**config.mk**
```make
export PLATFORM = sky130hd
export DESIGN_NAME = mux_bus_arbiter_flat
export DESIGN_NICKNAME = d
export VERILOG_FILES = /design/src/rtl/mux_bus_arbiter_if.sv /design/src/rtl/mux_bus_arbiter.sv /design/src/flat_wrapper.sv
export SDC_FILE = /design/constraint.sdc
export NUM_CORES = 1
export LEC_CHECK = 0
export ABC_AREA = 1
export BUFFER_PORTS_ARGS = -buffer_cell sky130_fd_sc_hd__buf_4
export CORE_MARGIN = 1.5
export CORE_UTILIZATION = 48
export CTS_CLUSTER_SIZE = 20
export DETAILED_ROUTE_END_ITERATION = 10
export GPL_ROUTABILITY_DRIVEN = 0
export PLACE_DENSITY = 0.75
export SETUP_SLACK_MARGIN = 0.4
export SLEW_MARGIN = 0
export SYNTH_ARGS = -nofsm -noshare
export SYNTH_HDL_FRONTEND = slang
export SYNTH_SLANG_ARGS = --single-unit
```
**constraint.sdc**
```tcl
create_clock -name clk -period 1.6 [get_ports clk]
set_clock_uncertainty 0.05 [all_clocks]
set_input_delay 0.08 -clock clk [delete_from_list [all_inputs] [get_ports clk]]
set_output_delay 0.08 -clock clk [all_outputs]
set_load 0.1 [all_outputs]
```
**src/rtl/mux_bus_arbiter_if.sv**
```systemverilog
// ---------------------------------------------------------------------------
// mux_bus_arbiter_if
//
// Purpose: bundles the requester handshake, requester data and the arbitrated
// output bus of the two-requester mux arbiter into one interface.
//
// Signals:
//   req_a, req_b     requester has a beat to send this cycle
//   data_a, data_b   requester data (WIDTH bits)
//   gnt_a, gnt_b     requester currently owns the shared datapath
//   sel              mux select driven by the arbiter (0 = A, 1 = B)
//   out_data         registered selected data (WIDTH bits)
//   out_valid        out_data holds a beat accepted on the previous cycle
//   busy             arbiter is in a grant state
//
// Modports:
//   master  requester side (drives requests and data, observes grants/output)
//   slave   arbiter side   (observes requests and data, drives grants/output)
// ---------------------------------------------------------------------------
interface mux_bus_arbiter_if #(
    parameter int WIDTH = 4
);
    logic             req_a;
    logic             req_b;
    logic [WIDTH-1:0] data_a;
    logic [WIDTH-1:0] data_b;
    logic             gnt_a;
    logic             gnt_b;
    logic             sel;
    logic [WIDTH-1:0] out_data;
    logic             out_valid;
    logic             busy;

    modport master (
        output req_a,
        output req_b,
        output data_a,
        output data_b,
        input  gnt_a,
        input  gnt_b,
        input  sel,
        input  out_data,
        input  out_valid,
        input  busy
    );

    modport slave (
        input  req_a,
        input  req_b,
        input  data_a,
        input  data_b,
        output gnt_a,
        output gnt_b,
        output sel,
        output out_data,
        output out_valid,
        output busy
    );
endinterface

```
**src/rtl/mux_bus_arbiter.sv**
```systemverilog
// ---------------------------------------------------------------------------
// mux_bus_arbiter
//
// Purpose: arbitrates two requesters (A and B) onto one shared 2:1 mux
// datapath. Grants are round-robin between the requesters and each grant is
// limited to BURST accepted beats. The arbiter owns the mux select and
// registers the selected beat onto the output bus with a valid strobe.
//
// Ports:
//   clk    single rising-edge clock
//   reset  asynchronous, active-high reset
//   bus    mux_bus_arbiter_if.slave
//            in : req_a, req_b, data_a, data_b
//            out: gnt_a, gnt_b, sel, out_data, out_valid, busy
//
// Parameters:
//   WIDTH  data width of each requester bus and of the output bus
//   BURST  maximum beats per grant (1..15)
//   CNT_W  width of the beat counter (must hold BURST-1)
//
// Build option:
//   FIXED_PRIO_EN  when defined, ties always go to A (last-served history is
//                  ignored); B is still served whenever A is not requesting
//                  and burst limits still apply.
// ---------------------------------------------------------------------------
module mux_bus_arbiter #(
    parameter int WIDTH = 4,
    parameter int BURST = 4,
    parameter int CNT_W = 4
) (
    input  logic               clk,
    input  logic               reset,
    mux_bus_arbiter_if.slave   bus
);

    typedef enum logic [1:0] {
        IDLE    = 2'd0,
        GRANT_A = 2'd1,
        GRANT_B = 2'd2
    } state_t;

    localparam logic [CNT_W-1:0] BEAT_LAST = CNT_W'(BURST - 1);

    state_t           state_q, state_d;
    logic [CNT_W-1:0] cnt_q, cnt_d;
    // 1 when B was the last requester whose grant ended; resets to B so that
    // A wins the first tie after reset.
    logic             last_b_q, last_b_d;
    logic [WIDTH-1:0] out_data_q, out_data_d;
    logic             out_valid_q, out_valid_d;

    // Request of the current owner and the shared 2:1 mux output.
    logic             own_req;
    logic [WIDTH-1:0] mux_data;
    logic             grant_end;
    logic             sel_int;

    // -----------------------------------------------------------------------
    // Arbitration helpers
    // -----------------------------------------------------------------------

    // Winner when both requesters arrive together from IDLE.
    function automatic state_t tie_pick(input logic last_b);
`ifdef FIXED_PRIO_EN
        tie_pick = GRANT_A;
`else
        tie_pick = last_b ? GRANT_A : GRANT_B;
`endif
    endfunction

    // Next owner when the current grant ends. The other requester takes over
    // directly (no IDLE bubble); otherwise the current owner re-enters with a
    // fresh burst if it is still requesting.
    function automatic state_t end_pick(input state_t cur,
                                        input logic   ra,
                                        input logic   rb);
`ifdef FIXED_PRIO_EN
        if (ra)
            end_pick = GRANT_A;
        else if (rb)
            end_pick = GRANT_B;
        else
            end_pick = IDLE;
`else
        if (cur == GRANT_A) begin
            if (rb)
                end_pick = GRANT_B;
            else if (ra)
                end_pick = GRANT_A;
            else
                end_pick = IDLE;
        end else begin
            if (ra)
                end_pick = GRANT_A;
            else if (rb)
                end_pick = GRANT_B;
            else
                end_pick = IDLE;
        end
`endif
    endfunction

    // -----------------------------------------------------------------------
    // Shared datapath select
    // -----------------------------------------------------------------------
    assign sel_int  = (state_q == GRANT_B);
    assign mux_data = sel_int ? bus.data_b : bus.data_a;

    always_comb begin
        own_req = 1'b0;
        case (state_q)
            GRANT_A: own_req = bus.req_a;
            GRANT_B: own_req = bus.req_b;
            default: own_req = 1'b0;
        endcase
    end

    // A grant ends either when the owner drops its request or when the
    // beat being accepted now is the last one of the burst.
    assign grant_end = !own_req || (cnt_q == BEAT_LAST);

    // -----------------------------------------------------------------------
    // FSM process 1: state and datapath registers
    // -----------------------------------------------------------------------
    always_ff @(posedge clk or posedge reset) begin
        if (reset) begin
            state_q     <= IDLE;
            cnt_q       <= '0;
            last_b_q    <= 1'b1;
            out_data_q  <= '0;
            out_valid_q <= 1'b0;
        end else begin
            state_q     <= state_d;
            cnt_q       <= cnt_d;
            last_b_q    <= last_b_d;
            out_data_q  <= out_data_d;
            out_valid_q <= out_valid_d;
        end
    end

    // -----------------------------------------------------------------------
    // FSM process 2: next-state, beat counter and accept path
    // -----------------------------------------------------------------------
    always_comb begin
        state_d     = state_q;
        cnt_d       = cnt_q;
        last_b_d    = last_b_q;
        out_data_d  = out_data_q;
        out_valid_d = 1'b0;

        case (state_q)
            IDLE: begin
                cnt_d = '0;
                if (bus.req_a && bus.req_b)
                    state_d = tie_pick(last_b_q);
                else if (bus.req_a)
                    state_d = GRANT_A;
                else if (bus.req_b)
                    state_d = GRANT_B;
                else
                    state_d = IDLE;
            end

            GRANT_A, GRANT_B: begin
                // Accept cycle: the owner's beat is captured from the mux.
                if (own_req) begin
                    out_data_d  = mux_data;
                    out_valid_d = 1'b1;
                end

                if (grant_end) begin
                    cnt_d    = '0;
                    last_b_d = (state_q == GRANT_B);
                    state_d  = end_pick(state_q, bus.req_a, bus.req_b);
                end else begin
                    cnt_d = cnt_q + 1'b1;
                end
            end

            default: begin
                state_d = IDLE;
                cnt_d   = '0;
            end
        endcase
    end

    // -----------------------------------------------------------------------
    // FSM process 3: Moore outputs decoded from state only
    // -----------------------------------------------------------------------
    always_comb begin
        bus.gnt_a = 1'b0;
        bus.gnt_b = 1'b0;
        bus.sel   = 1'b0;
        bus.busy  = 1'b0;
        case (state_q)
            GRANT_A: begin
                bus.gnt_a = 1'b1;
                bus.busy  = 1'b1;
            end
            GRANT_B: begin
                bus.gnt_b = 1'b1;
                bus.sel   = 1'b1;
                bus.busy  = 1'b1;
            end
            default: begin
                bus.gnt_a = 1'b0;
                bus.gnt_b = 1'b0;
                bus.sel   = 1'b0;
                bus.busy  = 1'b0;
            end
        endcase
    end

    assign bus.out_data  = out_data_q;
    assign bus.out_valid = out_valid_q;

endmodule

```
**src/flat_wrapper.sv**
```systemverilog
// flat-port wrapper written by rule: the top's interface ports become plain ports
module mux_bus_arbiter_flat 
#(
    parameter int WIDTH = 4,
    parameter int BURST = 4,
    parameter int CNT_W = 4
)
  (clk, reset, bus_req_a, bus_req_b, bus_data_a, bus_data_b, bus_gnt_a, bus_gnt_b, bus_sel, bus_out_data, bus_out_valid, bus_busy);
  mux_bus_arbiter_if #(.WIDTH(WIDTH)) bus_i ();
  input  logic clk;
  input  logic reset;
  input wire logic [$bits(bus_i.req_a)-1:0] bus_req_a;
  input wire logic [$bits(bus_i.req_b)-1:0] bus_req_b;
  input wire logic [$bits(bus_i.data_a)-1:0] bus_data_a;
  input wire logic [$bits(bus_i.data_b)-1:0] bus_data_b;
  output wire logic [$bits(bus_i.gnt_a)-1:0] bus_gnt_a;
  output wire logic [$bits(bus_i.gnt_b)-1:0] bus_gnt_b;
  output wire logic [$bits(bus_i.sel)-1:0] bus_sel;
  output wire logic [$bits(bus_i.out_data)-1:0] bus_out_data;
  output wire logic [$bits(bus_i.out_valid)-1:0] bus_out_valid;
  output wire logic [$bits(bus_i.busy)-1:0] bus_busy;
  assign bus_i.req_a = bus_req_a;
  assign bus_i.req_b = bus_req_b;
  assign bus_i.data_a = bus_data_a;
  assign bus_i.data_b = bus_data_b;
  assign bus_gnt_a = bus_i.gnt_a;
  assign bus_gnt_b = bus_i.gnt_b;
  assign bus_sel = bus_i.sel;
  assign bus_out_data = bus_i.out_data;
  assign bus_out_valid = bus_i.out_valid;
  assign bus_busy = bus_i.busy;
  mux_bus_arbiter #(.WIDTH(WIDTH), .BURST(BURST), .CNT_W(CNT_W)) u_core (.clk(clk), .reset(reset), .bus(bus_i));
endmodule
```
# After elaboration in Yosys (flattened, before gate mapping)
# Index checks and enable logic that the tools add are counted.
# op_classes
n_addsub	1
n_eq_ne	4
muxes	18
reduce_logical	7
# ops
cell	n
two-way mux 2 bit	7
two-way mux 4 bit	3
two-way mux 1 bit	6
adder 4 x 1 -> 4 bit, second input constant	1
equality test 4 x 2 -> 1 bit, second input constant	1
case mux 2 bit (2 select lines)	1
AND reduction 2 bit	2
equality test 2 x 1 -> 1 bit, second input constant	1
equality test 2 bit, second input constant	1
zero test 2 bit	1
!= test 2 x 1 -> 1 bit, second input constant	1
case mux 1 bit (2 select lines)	1
OR reduction 2 bit	1
logical AND 1 bit	1
zero test 1 bit	1
logical OR 1 bit	1
# totals
reg_bits	12
inputBits	12
output_inout_bits	9
word_cells	35

# Longest topological paths before layout
# logic_depth
word_depth	6
depth_mapped	9
depth_no_buf	8

# Least setup slack after synthesis
# OpenSTA, ideal clock, no wires.
# synth_path
path_kind	flip-flop to flip-flop
startpoint	register u_core.state_q[0]
endpoint	register u_core.out_data_q[0], in the netlist u_core.bus.out_data[0]
setup_time_ns	0.074
t_arrival_ns	2.119
required_time_ns	1.476
setup_slack_ns	-0.643
stages_incl_launch_ff	9
n_path_buf	2
synth_period_minus_slack_ns	2.243
cell_sequence	dfrtp_1 inv_1 ha_1 buf_2 nand3_2 nand2_4 buf_12 nor2_2 a21oi_2
# synth_via
elab_chain_len	3
elab_cells_between_ends	6
cone_classes	2 x eq/ne; 2 x mux; 2 x reduce/logical
# synth_rtl
item	line_no	source
from (decl)	mux_bus_arbiter.sv:44	state_t state_q, state_d;
from (signal assigned)	mux_bus_arbiter.sv:133	state_q <= state_d;
equality test 2 bit / equality test 2 x 1 -> 1 bit (equally long branches)	mux_bus_arbiter.sv:106, mux_bus_arbiter.sv:111, mux_bus_arbiter.sv:151	
case mux 1 bit (2 select lines) / OR reduction 2 bit (equally long branches)	n/a	
AND reduction 2 bit (no source line)	n/a	
to (signal assigned)	mux_bus_arbiter.sv:136	out_data_q <= out_data_d;
to (decl)	mux_bus_arbiter.sv:49	logic [WIDTH-1:0] out_data_q, out_data_d;
# Several ways; a longest one is shown, not always the timed one.
# A chain may end at the register's enable or synchronous reset.

# Final worst setup path
# layout_path
startpoint	register u_core.state_q[1]
endpoint	register u_core.out_data_q[1], in the netlist u_core.bus.out_data[1]
# Same word-level chain as after synthesis.

==> results.sh <==
export IMPL_met3_length_um=66
export IMPL_synth_cells=81
export IMPL_layout_min_cycle_time_ns=1.419
export IMPL_drt_iter0_drc=6
export IMPL_post_drt_via_cell_ratio=5.016
export IMPL_reg2reg_slack_ns=0.18
export IMPL_ys_ff_latch=12
export IMPL_drtAntennaViolNets=0
export IMPL_final_max_slew_violation_count=0
export IMPL_area_growth_pct=60.75
export IMPL_final_util_pct=84.15
export IMPL_dr_pass1_iters=4
export IMPL_crit_path_cell_trace="buf_4 > ha_4 > buf_2 > nand2_1 > o21ai_0 > a21oi_2"
export IMPL_cp_end_kind="register"
export IMPL_top_layer="met4"
export IMPL_cts_root_buf="clkbuf_4"
export IMPL_pre_cts_slack_ns=0.09762
export IMPL_hold_violations=0
export IMPL_crit_type="register to register"
export IMPL_setup_viol=0
export IMPL_grt_overflow_total=0
export IMPL_rsz0062_at_grt="yes"
export IMPL_critPathArrivalTime_ns=1.57
export IMPL_synth_nets=98
export IMPL_critical_path_required_ns=1.75
export IMPL_dpl_hpwl_um=1028
export IMPL_die_h_um=41.14
export IMPL_crit_end="u_core.bus.out_data[1]"
export IMPL_rows=13
export IMPL_grt_antenna_before_repair=0
export IMPL_syn_avg_cell_area_um2=8.619
export IMPL_clkTransAtPathRegs_ns=0.07
export IMPL_fmax_ghz=0.7048
export IMPL_clockBufferDepth=2
export IMPL_io_buffers=20
export IMPL_synth_cell_types=18
export IMPL_vias=632
export IMPL_drc_errors=0
export IMPL_ys_warn_count=0
export IMPL_worstHoldPathType="input pin to register"
export IMPL_wirelength_um=1743
export IMPL_worst_pin_slew_ns=0.4565
export IMPL_diodes=0
export IMPL_slew_headroom_pct=69.53
export IMPL_cap_viol_max_count=0
export IMPL_post_route_period_util_pct=88.68
export IMPL_ys_seq_area_share_pct=43.19
export IMPL_cts_tree="done"
export IMPL_grt_pass1_vias=530
export IMPL_fin_nets=129
export IMPL_r2r_end="u_core.bus.out_data[1]"
export IMPL_initial_utilization_pct=52.35
export IMPL_synthesis_area_um2=698.2
export IMPL_dp_cells=114
export IMPL_wl_per_cell_um=13.83
export IMPL_outcome="finished clean"
export IMPL_met1Wirelength_um=767
export IMPL_cts_made_buffers=3
export IMPL_start_kind="register"
export IMPL_clock_latency_ns=0.27
export IMPL_grt_pass1_wl_um=2283
export IMPL_htree_num_levels=1
export IMPL_ios=21
export IMPL_die_area_mm2=0.001693
export IMPL_clock_sinks=12
export IMPL_r2r_cells=6
export IMPL_worst_path_max_fanout=7
export IMPL_critPathMaxStageDelay_ns=0.45
export IMPL_route_met2_wl_um=881
export IMPL_drive_gt1_share_pct=53.15
export IMPL_grt_use_total_pct=21.72
export IMPL_die_w_um=41.14
export IMPL_fp_coreArea_mm2=0.001334
export IMPL_reg2reg_from="u_core.state_q[1]"
export IMPL_fin_cells=126
export IMPL_critPathSlowestCell="dfrtp_2"
export IMPL_grt_max_degree=13
export IMPL_crit_start="u_core.state_q[1]"
export IMPL_setup_slack_ns=0.1812
[final cells by class]
class                      count  area (um2)
inverter                      11       43.79
clock buffer                   4       26.28
fill                          75       211.5
sequential                    12       304.0
timing repair buffer          29       279.0
tap                           15       18.77
multi-input combinational     55       450.4
[logic make-up (layout without fill, tap and decap cells)]
logic type | after synthesis | count (layout) | share of synthesized area, %
AND/OR/NAND/NOR | 39 | 39 | 27.24
flip-flops | 12 | 12 | 43.19
AO/OA/AOI/OAI | 10 | 10 | 8.782
XOR/XNOR | 1 | 1 | 1.255
adder cells (fa/ha/maj) | 5 | 5 | 8.961
buffers and inverters | 14 | 44 | 10.57
[repair_timing]
action                                  4_1_cts  5_1_grt
setup buffers                                 6        0
pin swaps                                     2        3
gates cloned                                  0        1
endpoints found under the setup margin       16       16
hold endpoints to repair                     11        0
resized for setup                            11       14
hold buffers                                  1        0
[state kept, by name, summed over array words and instances, names as in the netlist]
register / count
u_core.bus.out_data: 4
u_core.cnt_q: 4
u_core.state_q: 2
u_core.bus.out_valid: 1
u_core.last_b_q: 1
[stage by stage]
stage / setup TNS (ns) / instance area [um2] / hold slack [ns]
after CTS: 0 / 1025 / 0.06604
after global routing: 0 / 1122 / 0.08427
after floorplan: -0.09640 / 758.2 / -0.1061
final: 0 / 1122 / 0.07028
after detailed placement: 0 / 908.4 / 0.07119
after global placement: 0 / 908.4 / 0.06206
[worst min-delay path by stage]
stage,startpoint,to,slack (ns),depth (start not counted)
6_report,bus_data_a[2],u_core.bus.out_data[2],0.07,3
5_1_grt,bus_data_a[2],u_core.bus.out_data[2],0.08,3
4_1_cts,bus_data_a[2],u_core.bus.out_data[2],0.07,3
3_5_place_dp,reset,u_core.cnt_q[1],0.07,2
3_3_place_gp,reset,u_core.cnt_q[1],0.06,2
2_1_floorplan,reset,u_core.bus.out_data[0],-0.11,1
[metal layers]
| metal | up-vias | track usage [%] |
|---|---|---|
| li1 | 311 | - |
| met1 | 304 | 28.72 |
| met2 | 13 | 32.42 |
| met3 | 4 | 6.522 |
| met4 | 0 | 9.677 |
| met5 | - | 0 |
[cells in the mapped netlist]
| cell | instances | area (um2) |
|---|---|---|
| nand2_1 | 17 | 63.81 |
| dfrtp_1 | 11 | 275.3 |
| inv_1 | 11 | 41.29 |
| nor2_1 | 8 | 30.03 |
| nand3_1 | 6 | 30.03 |
| o21ai_0 | 6 | 30.03 |
| ha_1 | 5 | 62.56 |
| a21oi_2 | 3 | 26.28 |
| nor2_2 | 3 | 18.77 |
| nand2_4 | 2 | 22.52 |
| nand3_2 | 2 | 20.02 |
| a21oi_1 | 1 | 5.000 |
| buf_12 | 1 | 20.02 |
| buf_2 | 1 | 5.000 |
| buf_4 | 1 | 7.510 |
| dfstp_2 | 1 | 26.28 |
| nor3_1 | 1 | 5.000 |
| xor2_1 | 1 | 8.760 |
[worst max-delay path: cells and delay by family, from the launching register on]
kind	cells	cell delay, ns
compound gates	2	0.28
buf+inv	2	0.32
flops	1	0.45
simple gates	1	0.07
fa+ha+maj	1	0.19
[placed cells by master (no fill, tap or decap), drive strengths merged]
cell type and instances:
clkbuf 5, nor2 11, dlygate4sd3 1, ha 5
nand3 8, nor3 1, a21oi 4, xor2 1
inv 11, nand2 19, o21ai 6, dfrtp 11
buf 27, dfstp 1
Power is not shown: default switching activity piles up to over one toggle a cycle in this logic, so the estimate is an artifact.
